[src/rtl/execute_reg.sv]
// execute_reg: ID->EX pipeline register of the pipelined RV32I core.
// Captures decode-stage control/datapath fields for the Execute stage one cycle later,
// with hazard-unit stall (hold) and flush (NOP bubble) plus a per-entry valid bit.
// Optional feature macro: EXEC_BUBBLE_CNT_EN adds i_CntClr / o_BubbleCnt, a saturating
// count of valid instructions squashed by flush.
module execute_reg #(
   parameter int unsigned XLEN       = 32,
   parameter int unsigned REG_ADDR_W = 5
`ifdef EXEC_BUBBLE_CNT_EN
   ,
   parameter int unsigned CNT_W      = 16
`endif
) (
   input  logic                  i_Clk,
   input  logic                  i_Reset,
   input  logic                  i_StallE,
   input  logic                  i_FlushE,
   input  logic                  i_ValidD,
   input  logic                  i_RegWriteD,
   input  logic [1:0]            i_ResultSrcD,
   input  logic                  i_MemWriteD,
   input  logic                  i_JumpD,
   input  logic                  i_BranchD,
   input  logic [2:0]            i_ALUControlD,
   input  logic                  i_ALUSrcD,
   input  logic [XLEN-1:0]       i_RD1D,
   input  logic [XLEN-1:0]       i_RD2D,
   input  logic [XLEN-1:0]       i_PCD,
   input  logic [XLEN-1:0]       i_PCPlus4D,
   input  logic [XLEN-1:0]       i_ImmExtD,
   input  logic [REG_ADDR_W-1:0] i_Rs1D,
   input  logic [REG_ADDR_W-1:0] i_Rs2D,
   input  logic [REG_ADDR_W-1:0] i_RdD,
`ifdef EXEC_BUBBLE_CNT_EN
   input  logic                  i_CntClr,
   output logic [CNT_W-1:0]      o_BubbleCnt,
`endif
   output logic                  o_ValidE,
   output logic                  o_RegWriteE,
   output logic [1:0]            o_ResultSrcE,
   output logic                  o_MemWriteE,
   output logic                  o_JumpE,
   output logic                  o_BranchE,
   output logic [2:0]            o_ALUControlE,
   output logic                  o_ALUSrcE,
   output logic [XLEN-1:0]       o_RD1E,
   output logic [XLEN-1:0]       o_RD2E,
   output logic [XLEN-1:0]       o_PCE,
   output logic [XLEN-1:0]       o_PCPlus4E,
   output logic [XLEN-1:0]       o_ImmExtE,
   output logic [REG_ADDR_W-1:0] o_Rs1E,
   output logic [REG_ADDR_W-1:0] o_Rs2E,
   output logic [REG_ADDR_W-1:0] o_RdE
);

   // One pipeline entry; an all-zero entry is a NOP bubble (no writes, x0 addresses).
   typedef struct packed {
      logic                  valid;
      logic                  reg_write;
      logic [1:0]            result_src;
      logic                  mem_write;
      logic                  jump;
      logic                  branch;
      logic [2:0]            alu_control;
      logic                  alu_src;
      logic [XLEN-1:0]       rd1;
      logic [XLEN-1:0]       rd2;
      logic [XLEN-1:0]       pc;
      logic [XLEN-1:0]       pc_plus4;
      logic [XLEN-1:0]       imm_ext;
      logic [REG_ADDR_W-1:0] rs1;
      logic [REG_ADDR_W-1:0] rs2;
      logic [REG_ADDR_W-1:0] rd;
   } ex_entry_t;

   ex_entry_t d_entry_c;
   ex_entry_t e_q;

   // Gather decode-side fields into one entry.
   always_comb begin
      d_entry_c             = '0;
      d_entry_c.valid       = i_ValidD;
      d_entry_c.reg_write   = i_RegWriteD;
      d_entry_c.result_src  = i_ResultSrcD;
      d_entry_c.mem_write   = i_MemWriteD;
      d_entry_c.jump        = i_JumpD;
      d_entry_c.branch      = i_BranchD;
      d_entry_c.alu_control = i_ALUControlD;
      d_entry_c.alu_src     = i_ALUSrcD;
      d_entry_c.rd1         = i_RD1D;
      d_entry_c.rd2         = i_RD2D;
      d_entry_c.pc          = i_PCD;
      d_entry_c.pc_plus4    = i_PCPlus4D;
      d_entry_c.imm_ext     = i_ImmExtD;
      d_entry_c.rs1         = i_Rs1D;
      d_entry_c.rs2         = i_Rs2D;
      d_entry_c.rd          = i_RdD;
   end

   // Entry register: flush beats stall beats load.
   always_ff @(posedge i_Clk or negedge i_Reset) begin
      if (!i_Reset) begin
         e_q <= '0;
      end else if (i_FlushE) begin
         e_q <= '0;
      end else if (!i_StallE) begin
         e_q <= d_entry_c;
      end
   end

`ifdef EXEC_BUBBLE_CNT_EN
   localparam logic [CNT_W-1:0] CNT_MAX = '1;

   logic [CNT_W-1:0] bubble_cnt_q;

   // Count valid instructions squashed by flush; clear wins, saturate at max.
   always_ff @(posedge i_Clk or negedge i_Reset) begin
      if (!i_Reset) begin
         bubble_cnt_q <= '0;
      end else if (i_CntClr) begin
         bubble_cnt_q <= '0;
      end else if (i_FlushE && e_q.valid && (bubble_cnt_q != CNT_MAX)) begin
         bubble_cnt_q <= bubble_cnt_q + CNT_W'(1);
      end
   end

   assign o_BubbleCnt = bubble_cnt_q;
`endif

   assign o_ValidE      = e_q.valid;
   assign o_RegWriteE   = e_q.reg_write;
   assign o_ResultSrcE  = e_q.result_src;
   assign o_MemWriteE   = e_q.mem_write;
   assign o_JumpE       = e_q.jump;
   assign o_BranchE     = e_q.branch;
   assign o_ALUControlE = e_q.alu_control;
   assign o_ALUSrcE     = e_q.alu_src;
   assign o_RD1E        = e_q.rd1;
   assign o_RD2E        = e_q.rd2;
   assign o_PCE         = e_q.pc;
   assign o_PCPlus4E    = e_q.pc_plus4;
   assign o_ImmExtE     = e_q.imm_ext;
   assign o_Rs1E        = e_q.rs1;
   assign o_Rs2E        = e_q.rs2;
   assign o_RdE         = e_q.rd;

endmodule

[config.mk]
export PLATFORM = sky130hd
export DESIGN_NAME = execute_reg
export DESIGN_NICKNAME = d
export VERILOG_FILES = /design/src/rtl/execute_reg.sv
export SDC_FILE = /design/constraint.sdc
export NUM_CORES = 1
export LEC_CHECK = 0
export CAP_MARGIN = 20
export CORE_AREA = 2 2 147 149
export DETAILED_ROUTE_END_ITERATION = 16
export DIE_AREA = 0 0 149 151
export PLACE_DENSITY_LB_ADDON = 0.15
export SYNTH_ARGS = -nofsm -noshare
export SYNTH_HDL_FRONTEND = slang
export SYNTH_SLANG_ARGS = --single-unit
[constraint.sdc]
create_clock -name i_Clk -period 1.8 [get_ports i_Clk]
set_input_delay 0.36 -clock i_Clk [delete_from_list [all_inputs] [get_ports i_Clk]]
set_output_delay 0.36 -clock i_Clk [all_outputs]
set_load 0.03 [all_outputs]
==> results of run 1 <==
[Yosys cell counts (all sizes together)]
master	number	area share (%)
buf	36	4.6
clkbuf	6	0.30
nor2	186	9.2
mux2i	186	25
dfrtp	186	61
[power groups by stage]
stage / Clock, uW / Combinational [uW] / Sequential (uW)
final: 4050 / 1970 / 4520
after global routing: 4360 / 2110 / 4550
after CTS: 4180 / 2000 / 4520
after detailed placement: 0 / 2160 / 4610
after global placement: 0 / 2150 / 4600
after floorplan: 0 / 548 / 5090
[area by class of cell]
class | instances | area, um2 | area share, %
clock buffers | 19 | 443 | 3.68
flip-flops and latches | 186 | 4650 | 38.7
clock inverters | 12 | 186 | 1.55
repair buffers | 395 | 3840 | 31.9
well taps | 275 | 344 | 2.86
multi-input cells | 372 | 2560 | 21.3
[worst max-delay path by stage]
stage | start | slack (ns) | end
after detailed placement | o_PCPlus4E[30] | 0.39 | o_PCPlus4E[30]
after global placement | o_MemWriteE | 0.39 | o_MemWriteE
final | o_PCPlus4E[30] | 0.22 | o_PCPlus4E[30]
after CTS | o_RD2E[14] | 0.18 | o_RD2E[14]
after floorplan | i_StallE | 0.65 | o_RD1E[0]
after global routing | o_RD2E[30] | 0.16 | o_RD2E[30]
[kinds of logic (layout without fill, tap and decap cells)]
| group | Yosys count | in the layout | share of synthesized area [%] |
|---|---|---|---|
| mux | 186 | 186 | 24.6 |
| flops | 186 | 186 | 61.4 |
| simple gates | 186 | 186 | 9.21 |
| buf+inv | 42 | 426 | 4.85 |
[sequential cells by signal (all words and copies together), names as in the netlist]
name / flops
o_ALUControlE: 3
o_ALUSrcE: 1
o_BranchE: 1
o_ImmExtE: 32
o_JumpE: 1
o_MemWriteE: 1
o_PCE: 32
o_PCPlus4E: 32
o_RD1E: 32
o_RD2E: 32
o_RdE: 5
o_RegWriteE: 1
o_ResultSrcE: 2
o_Rs1E: 5
o_Rs2E: 5
o_ValidE: 1
[metal layers]
layer  vias to the layer above  routed length [um]  global-route usage, %  part of all wire, %
met1                      2765                8950                   25.0                   40
met5                         -                   0                      0                    0
met2                       249               10600                   31.4                   48
li1                       2729                   -                      -                    -
met3                        31                2130                   7.08                  9.6
met4                         0                 509                   7.19                  2.3
[metrics by stage]
stage	cell area (um2)	total power, uW
4_1_cts	12000	10700
3_5_place_dp	11600	6770
6_report	12000	10500
2_1_floorplan	7580	5640
3_3_place_gp	11600	6750
5_1_grt	12000	11000
[worst register-to-register path, delay by kind of cell (launching register included)]
family           cells  cell delay (ns)
AND/OR/NAND/NOR      1             0.07
flip-flops           1             0.39
multiplexers         1             0.15
[timing repair]
item / in CTS / in global routing
endpoints found under the setup margin: 186 / 0
resized for setup: 186 / 0
hold buffers: 1 / 0
hold endpoints to repair: 41 / 0
==> summary.txt, run 1 <==
Status
  – Status: finished, final reports clean

Critical path
  – CP startpoint kind: flip-flop
  – R2R Path Start: o_RD2E[14]
  – Critical path class: reg2out
  – WP buf/inv: 1
  – Worst path cell trace: dlygate4sd2_1
  – Critical path depth in cells: 1
  – Critical path arrival: 1.22 ns
  – CP Data Required Time: 1.44 ns
  – Worst r2r dst: o_RD2E[14]
  – FF-to-FF setup slack: 1.05 ns
  – Path depth of the worst reg2reg path: 2
  – Crit path capture type: primary output
  – Crit-path max FO: 2
  – Delay-heaviest family, CP: buffers and inverters
  – Critical path's slowest cell: dlygate4sd2_1
  – CP peak stage delay: 0.45 ns

Clocking
  – Clock Pin Slew Worst Setup and Hold Paths: 0.07 ns
  – H-tree Lvls: 4
  – CTS tree: yes
  – Post-CTS Setup Bufs: 0
  – CTS Buf Count: 17
  – CTS sink cnt: 186
  – Clk Latency, worst-skew pair: 0.43 ns
  – CTS root buf: clkbuf_16
  – CTS max path bufs: 2

STA
  – RSZ-0062 raised after global routing: false
  – Setup Skew: 0 ns
  – Setup_tns: 0 ns
  – Worst slew pin tran: 0.573 ns
  – Max-slew violation count: 0
  – Hold Vio Cnt, Final: 0
  – Hold slack: 0.351 ns
  – Setup WS post-layout: 0.218 ns
  – Fmax: 632 MHz
  – # setup viols final: 0
  – Slew HR: 61.8%
  – Fin crit period: 1.58 ns
  – Period utilization: 87.9%

Final layout
  – Nets@finish: 1162
  – Most frequent cells in the layout: mux2i_1 (186), nor2_1 (186), clkdlybuf4s50_1 (186), dfrtp_1 (186), dlygate4sd2_1 (186)
  – Antenna cells: 0
  – Post-layout util: 57.8%
  – # fillers: 1859
  – Finished Layout Cells: 1259
  – Fraction of layout cells with a size suffix above 1: 5.28%
  – Layout area overhead: 58.6%

Floorplan
  – Die Area: 22500 um2
  – Core area: 20800 um2
  – Die Wd: 149 um
  – Initial Utilization: 36.4%
  – Ports: 376
  – Rows: 53
  – Die Height: 151 um

Global routing
  – First-pass GRT wire length: 33800 um
  – GRT Residual Overflow: 0
  – Largest net degree at the start of global routing: 102
  – Initial antenna violation count: 0
  – Number of global-route vias before repair: 5802
  – Overall Global Routing Usage: 19.8%

Synthesis
  – Mapped Area: 7580 um2
  – Post-synthesis area per instance: 12.6 um2
  – Syn nets: 790
  – Yosys reg bits: 186
  – Distinct cells, synth: 9
  – Mapped Cells: 600
  – Ys Warns: 0
  – Post-synthesis sequential area ratio: 61.4%

Place
  – Final HPWL DP: 15800 um
  – Port Buffers: 375
  – Worst slack at placement: 0.389 ns
  – GPL Wtd Cong: 0.764
  – Inst Count DP: 1227

Power and ir drop
  – P per Cell Area: 876 nW/um2
  – Switching pwr: 2860 uW
  – Clock power frac: 38.4%
  – Net Sw Frac: 27.2%
  – VDD IR max: 0.637 mV
  – Reg power frac: 42.9%
  – Leakage: 0.00647 uW
  – P_int: 7670 uW
  – Logic pwr share: 18.7%

Detailed routing
  – Post-DR vias/cell: 4.59
  – DRT iter0 DRCs: 213
  – DRT Pass-1 Iters: 4
  – # DRC: 0
  – Vias post-DR: 5774
  – WL/cell: 17.6 um
  – ANT nets after route: 0
  – Total Routed Length: 22200 um

Hold path
  – Hold path startpoint: i_StallE
  – HP Class: in2reg
  – Hold endpoint: o_ImmExtE[14]
  – Hold Path Stages: 3

Flow run
  – Max_cap viols: 0
(Power assumes the default switching activity.)
==> run 2, diff against run 1 <==
PLACE_DENSITY = 0.73   (was default)
PLACE_DENSITY_LB_ADDON = default   (was 0.15)
==> run 2 against run 1 <==
Count of clock-buffer cells in the layout fell by 1. Flip-flop and latch count did not move. First-iteration DRC count fell by 14%. Critical endpoint is now o_ImmExtE[8]. Critical path type unchanged. Highest routed layer unchanged.
==> summary.txt, run 2 (same netlist as run 1, synthesis figures left out) <==
Status
  – Status: finished, final reports clean

Detailed routing
  – Total Routed Length: 22400 um
  – WL/cell: 17.8 um
  – Post-DR vias/cell: 4.63
  – Vias post-DR: 5843
  – ANT nets after route: 0
  – # DRC: 0
  – DRT Pass-1 Iters: 4
  – DRT iter0 DRCs: 183

STA
  – Fmax: 629 MHz
  – # setup viols final: 0
  – RSZ-0062 raised after global routing: false
  – Hold Vio Cnt, Final: 0
  – Hold slack: 0.194 ns
  – Fin crit period: 1.59 ns
  – Setup_tns: 0 ns
  – Max-slew violation count: 0
  – Slew HR: 71.8%
  – Worst slew pin tran: 0.424 ns
  – Setup Skew: 0 ns
  – Period utilization: 88.3%

Critical path
  – Worst path cell trace: dlygate4sd2_1
  – Critical path class: reg2out
  – Critical path arrival: 1.23 ns
  – CP startpoint kind: flip-flop
  – Crit path capture type: primary output
  – WP buf/inv: 1
  – Critical path's slowest cell: dlygate4sd2_1
  – CP Data Required Time: 1.44 ns
  – CP peak stage delay: 0.42 ns
  – Crit-path max FO: 2
  – Delay-heaviest family, CP: buffers and inverters

Floorplan
  – Die Height: 151 um
  – Ports: 376
  – Die Area: 22500 um2
  – Die Wd: 149 um
  – Rows: 53
  – Initial Utilization: 36.4%
  – Core area: 20800 um2

Clocking
  – CTS tree: yes
  – H-tree Lvls: 4
  – CTS sink cnt: 186
  – CTS Buf Count: 17
  – Clock Pin Slew Worst Setup and Hold Paths: 0.07 ns
  – CTS max path bufs: 2
  – Clk Latency, worst-skew pair: 0.42 ns
  – CTS root buf: clkbuf_16

Final layout
  – # fillers: 1858
  – Reg area: 4650 um2
  – Nets@finish: 1166
  – Most frequent cells in the layout: mux2i_1 (186), nor2_1 (186), clkdlybuf4s50_1 (186), dfrtp_1 (186), dlygate4sd2_1 (186)
  – Multi-input gate area: 2560 um2
  – Antenna cells: 0
  – Post-layout util: 58.0%
  – Layout area overhead: 59.2%
  – Fraction of layout cells with a size suffix above 1: 5.57%

Global routing
  – Number of global-route vias before repair: 5931
  – Initial antenna violation count: 0
  – Largest net degree at the start of global routing: 88
  – First-pass GRT wire length: 34300 um
  – GRT Residual Overflow: 0
  – Overall Global Routing Usage: 20.0%

Place
  – Final HPWL DP: 16500 um
  – Port Buffers: 375
  – GPL Wtd Cong: 0.790

Hold path
  – HP Class: in2reg

Power and ir drop
  – P per Cell Area: 883 nW/um2
  – VDD IR max: 0.600 mV
  – Leakage: 0.00649 uW

Flow run
  – Max_cap viols: 0
run 2: final cells by class:
cell class	instances	share of cell area, %
clock inverters	12	1.76
multi-input cells	372	21.2
flip-flops and latches	186	38.6
repair buffers	399	32.1
clock buffers	18	3.56
well taps	275	2.85
run 2: timing repair:
action                                 in CTS  in global routing
gates resized for setup                   186                  0
hold buffers                                1                  0
endpoints found under the hold margin      29                  0
setup endpoints to repair                 186                  0
setup buffers                               0                  0
run 2: path summary, 6_finish.rpt:
path / start / end / slack (ns) / cells past startpoint
setup / recovery: o_ImmExtE[8] / o_ImmExtE[8] / 0.21 / 1
setup reg to reg: o_PCPlus4E[23] / o_PCPlus4E[23] / 1.05 / 2
min in group asynchronous: i_Reset / o_RD1E[5] / 0.44 / 2
max in group asynchronous: i_Reset / o_ImmExtE[31] / 0.74 / 3
hold reg to reg: o_PCE[5] / o_PCE[5] / 0.51 / 2
hold / removal: i_FlushE / o_ImmExtE[10] / 0.19 / 2
run 2: per-stage QoR:
step	setup slack, ns	total power (uW)	instances	cell area (um2)
6_report	0.210	10700	1262	12100
5_1_grt	0.144	11100	1262	12100
4_1_cts	0.172	10800	1262	12100
3_5_place_dp	0.360	6780	1231	11700
3_3_place_gp	0.361	6760	1231	11700
2_1_floorplan	0.645	5640	600	7580
run 2: layer usage:
| layer | part of all wire, % | routed length, um | vias up | GRT usage (%) |
|---|---|---|---|---|
| met5 | 0 | 0 | - | 0 |
| met4 | 2.6 | 573 | 0 | 7.81 |
| met3 | 6.7 | 1510 | 35 | 5.21 |
| met2 | 50 | 11300 | 211 | 33.3 |
| met1 | 40 | 9030 | 2844 | 24.9 |
| li1 | - | - | 2753 | - |
run 2: worst reg2reg max path, stage by stage (launching register included):
cell,delay [ns]
dfrtp_1,0.40
mux2i_1,0.17
nor2_1,0.06
run 2: power breakdown:
group          switching (uW)  total, uW  internal [uW]
logic                    1090       1980            888
clock network            1670       4150           2480
registers                 113       4520           4410
==> run 3, diff against run 2 <==
SKIP_CTS_REPAIR_TIMING = 1   (was default)
==> run 3 against run 2 <==
Clock skew unchanged. Critical endpoint is now o_RD2E[8]. First-iteration DRC count is 11% higher. Register-to-register slack barely moved. Combinational power up 7%. Wire length is 2.0% higher. Count of clock-buffer cells in the layout stayed put. Sequential share of layout area shrank 2.1 points. Flip-flop and latch count unchanged. Global-route usage fell by 0.065 points.
==> summary.txt, run 3 (same netlist as run 1, synthesis figures left out) <==
Status
  – Status: finished, final reports clean

Flow run
  – Max_cap viols: 0

Clocking
  – CTS Buf Count: 17
  – CTS root buf: clkbuf_16
  – Clock Pin Slew Worst Setup and Hold Paths: 0.07 ns
  – Clk Latency, worst-skew pair: 0.42 ns
  – CTS tree: yes
  – H-tree Lvls: 4
  – CTS max path bufs: 2
  – CTS sink cnt: 186

STA
  – Hold Vio Cnt, Final: 0
  – # setup viols final: 0
  – Slew HR: 71.7%
  – Fmax: 675 MHz
  – Setup Skew: 0 ns
  – Period utilization: 82.3%
  – Fin crit period: 1.48 ns
  – Max-slew violation count: 0
  – Worst slew pin tran: 0.424 ns
  – RSZ-0062 raised after global routing: false

Detailed routing
  – DRT iter0 DRCs: 204
  – ANT nets after route: 0
  – Total Routed Length: 22800 um
  – DRT Pass-1 Iters: 6
  – Vias post-DR: 5854
  – # DRC: 0
  – WL/cell: 18.1 um
  – Post-DR vias/cell: 4.64

Floorplan
  – Initial Utilization: 36.4%
  – Die Area: 22500 um2
  – Rows: 53
  – Core area: 20800 um2
  – Ports: 376
  – Die Height: 151 um
  – Die Wd: 149 um

Hold path
  – Hold Path Stages: 2
  – HP Class: in2reg

Global routing
  – GRT Residual Overflow: 0
  – Overall Global Routing Usage: 19.9%
  – Largest net degree at the start of global routing: 88
  – Number of global-route vias before repair: 5941
  – Initial antenna violation count: 0
  – First-pass GRT wire length: 34200 um

Critical path
  – Path depth of the worst reg2reg path: 2
  – Worst path cell trace: dlymetal6s2s_1
  – Crit-path max FO: 2
  – Critical path's slowest cell: dfrtp_1
  – CP Data Required Time: 1.44 ns
  – CP startpoint kind: flip-flop
  – CP peak stage delay: 0.36 ns
  – Critical path arrival: 1.12 ns
  – FF-to-FF setup slack: 1.05 ns
  – Crit path capture type: primary output
  – Critical path class: reg2out
  – Critical path depth in cells: 1
  – WP buf/inv: 1
  – Delay-heaviest family, CP: flip-flops

Final layout
  – Post-layout util: 61.3%
  – Most frequent cells in the layout: mux2i_1 (186), nor2_1 (186), clkdlybuf4s50_1 (186), dfrtp_1 (186), dlymetal6s2s_1 (186)
  – Nets@finish: 1166
  – Layout area overhead: 68.4%
  – Fraction of layout cells with a size suffix above 1: 5.57%
  – Antenna cells: 0

Power and ir drop
  – Leakage: 0.00869 uW
  – VDD IR max: 0.615 mV
  – Power, Total: 10800 uW
  – P per Cell Area: 846 nW/um2

Place
  – GPL Wtd Cong: 0.790
  – Port Buffers: 375
  – Final HPWL DP: 16500 um
## run 3: changes by cell type in the layout (fill, tap and decap cells not counted), sizes merged
cell / before / now
dlygate4sd2: 186 / 0
dlymetal6s2s: 0 / 186
## run 3: power by group
part           internal, uW  switching (uW)  total (uW)
logic                  1020            1100        2120
registers              4410             115        4530
clock network          2480            1680        4160
## run 3: routing by layer
| metal | part of all wire, % | GRT usage, % | vias up |
|---|---|---|---|
| met5 | 0 | 0 | - |
| met4 | 2.4 | 8.38 | 0 |
| met3 | 6.6 | 5.27 | 35 |
| met2 | 51 | 32.9 | 202 |
| met1 | 40 | 24.8 | 2871 |
| li1 | - | - | 2746 |
## run 3: layout make-up
| class | instances | area, um2 |
|---|---|---|
| Multi-Input combinational cell | 372 | 2560 |
| Clock inverter | 12 | 213 |
| Fill cell | 1692 | 8050 |
| Sequential cell | 186 | 4650 |
| Tap cell | 275 | 344 |
| Timing Repair Buffer | 399 | 4570 |
| Clock buffer | 18 | 429 |
## run 3: final timing paths
kind	to	start
max	o_RD2E[8]	o_RD2E[8]
min	o_ImmExtE[10]	i_FlushE
max reg2reg	o_PCPlus4E[23]	o_PCPlus4E[23]
min reg2reg	o_ImmExtE[6]	o_ImmExtE[6]
max in group asynchronous	o_ImmExtE[31]	i_Reset
min in group asynchronous	o_RD1E[8]	i_Reset
## run 3: metrics by stage
step / setup WS (ns) / cells / area (um2) / hold WS (ns) / setup TNS [ns]
global route: 0.251 / 1262 / 12800 / 0.171 / 0
CTS: -0.106 / 1261 / 12300 / -0.160 / -8.15
detailed placement: 0.360 / 1231 / 11700 / 0.310 / 0
global placement: 0.361 / 1231 / 11700 / 0.306 / 0
floorplan: 0.645 / 600 / 7580 / 0.0644 / 0
finish: 0.318 / 1262 / 12800 / 0.193 / 0
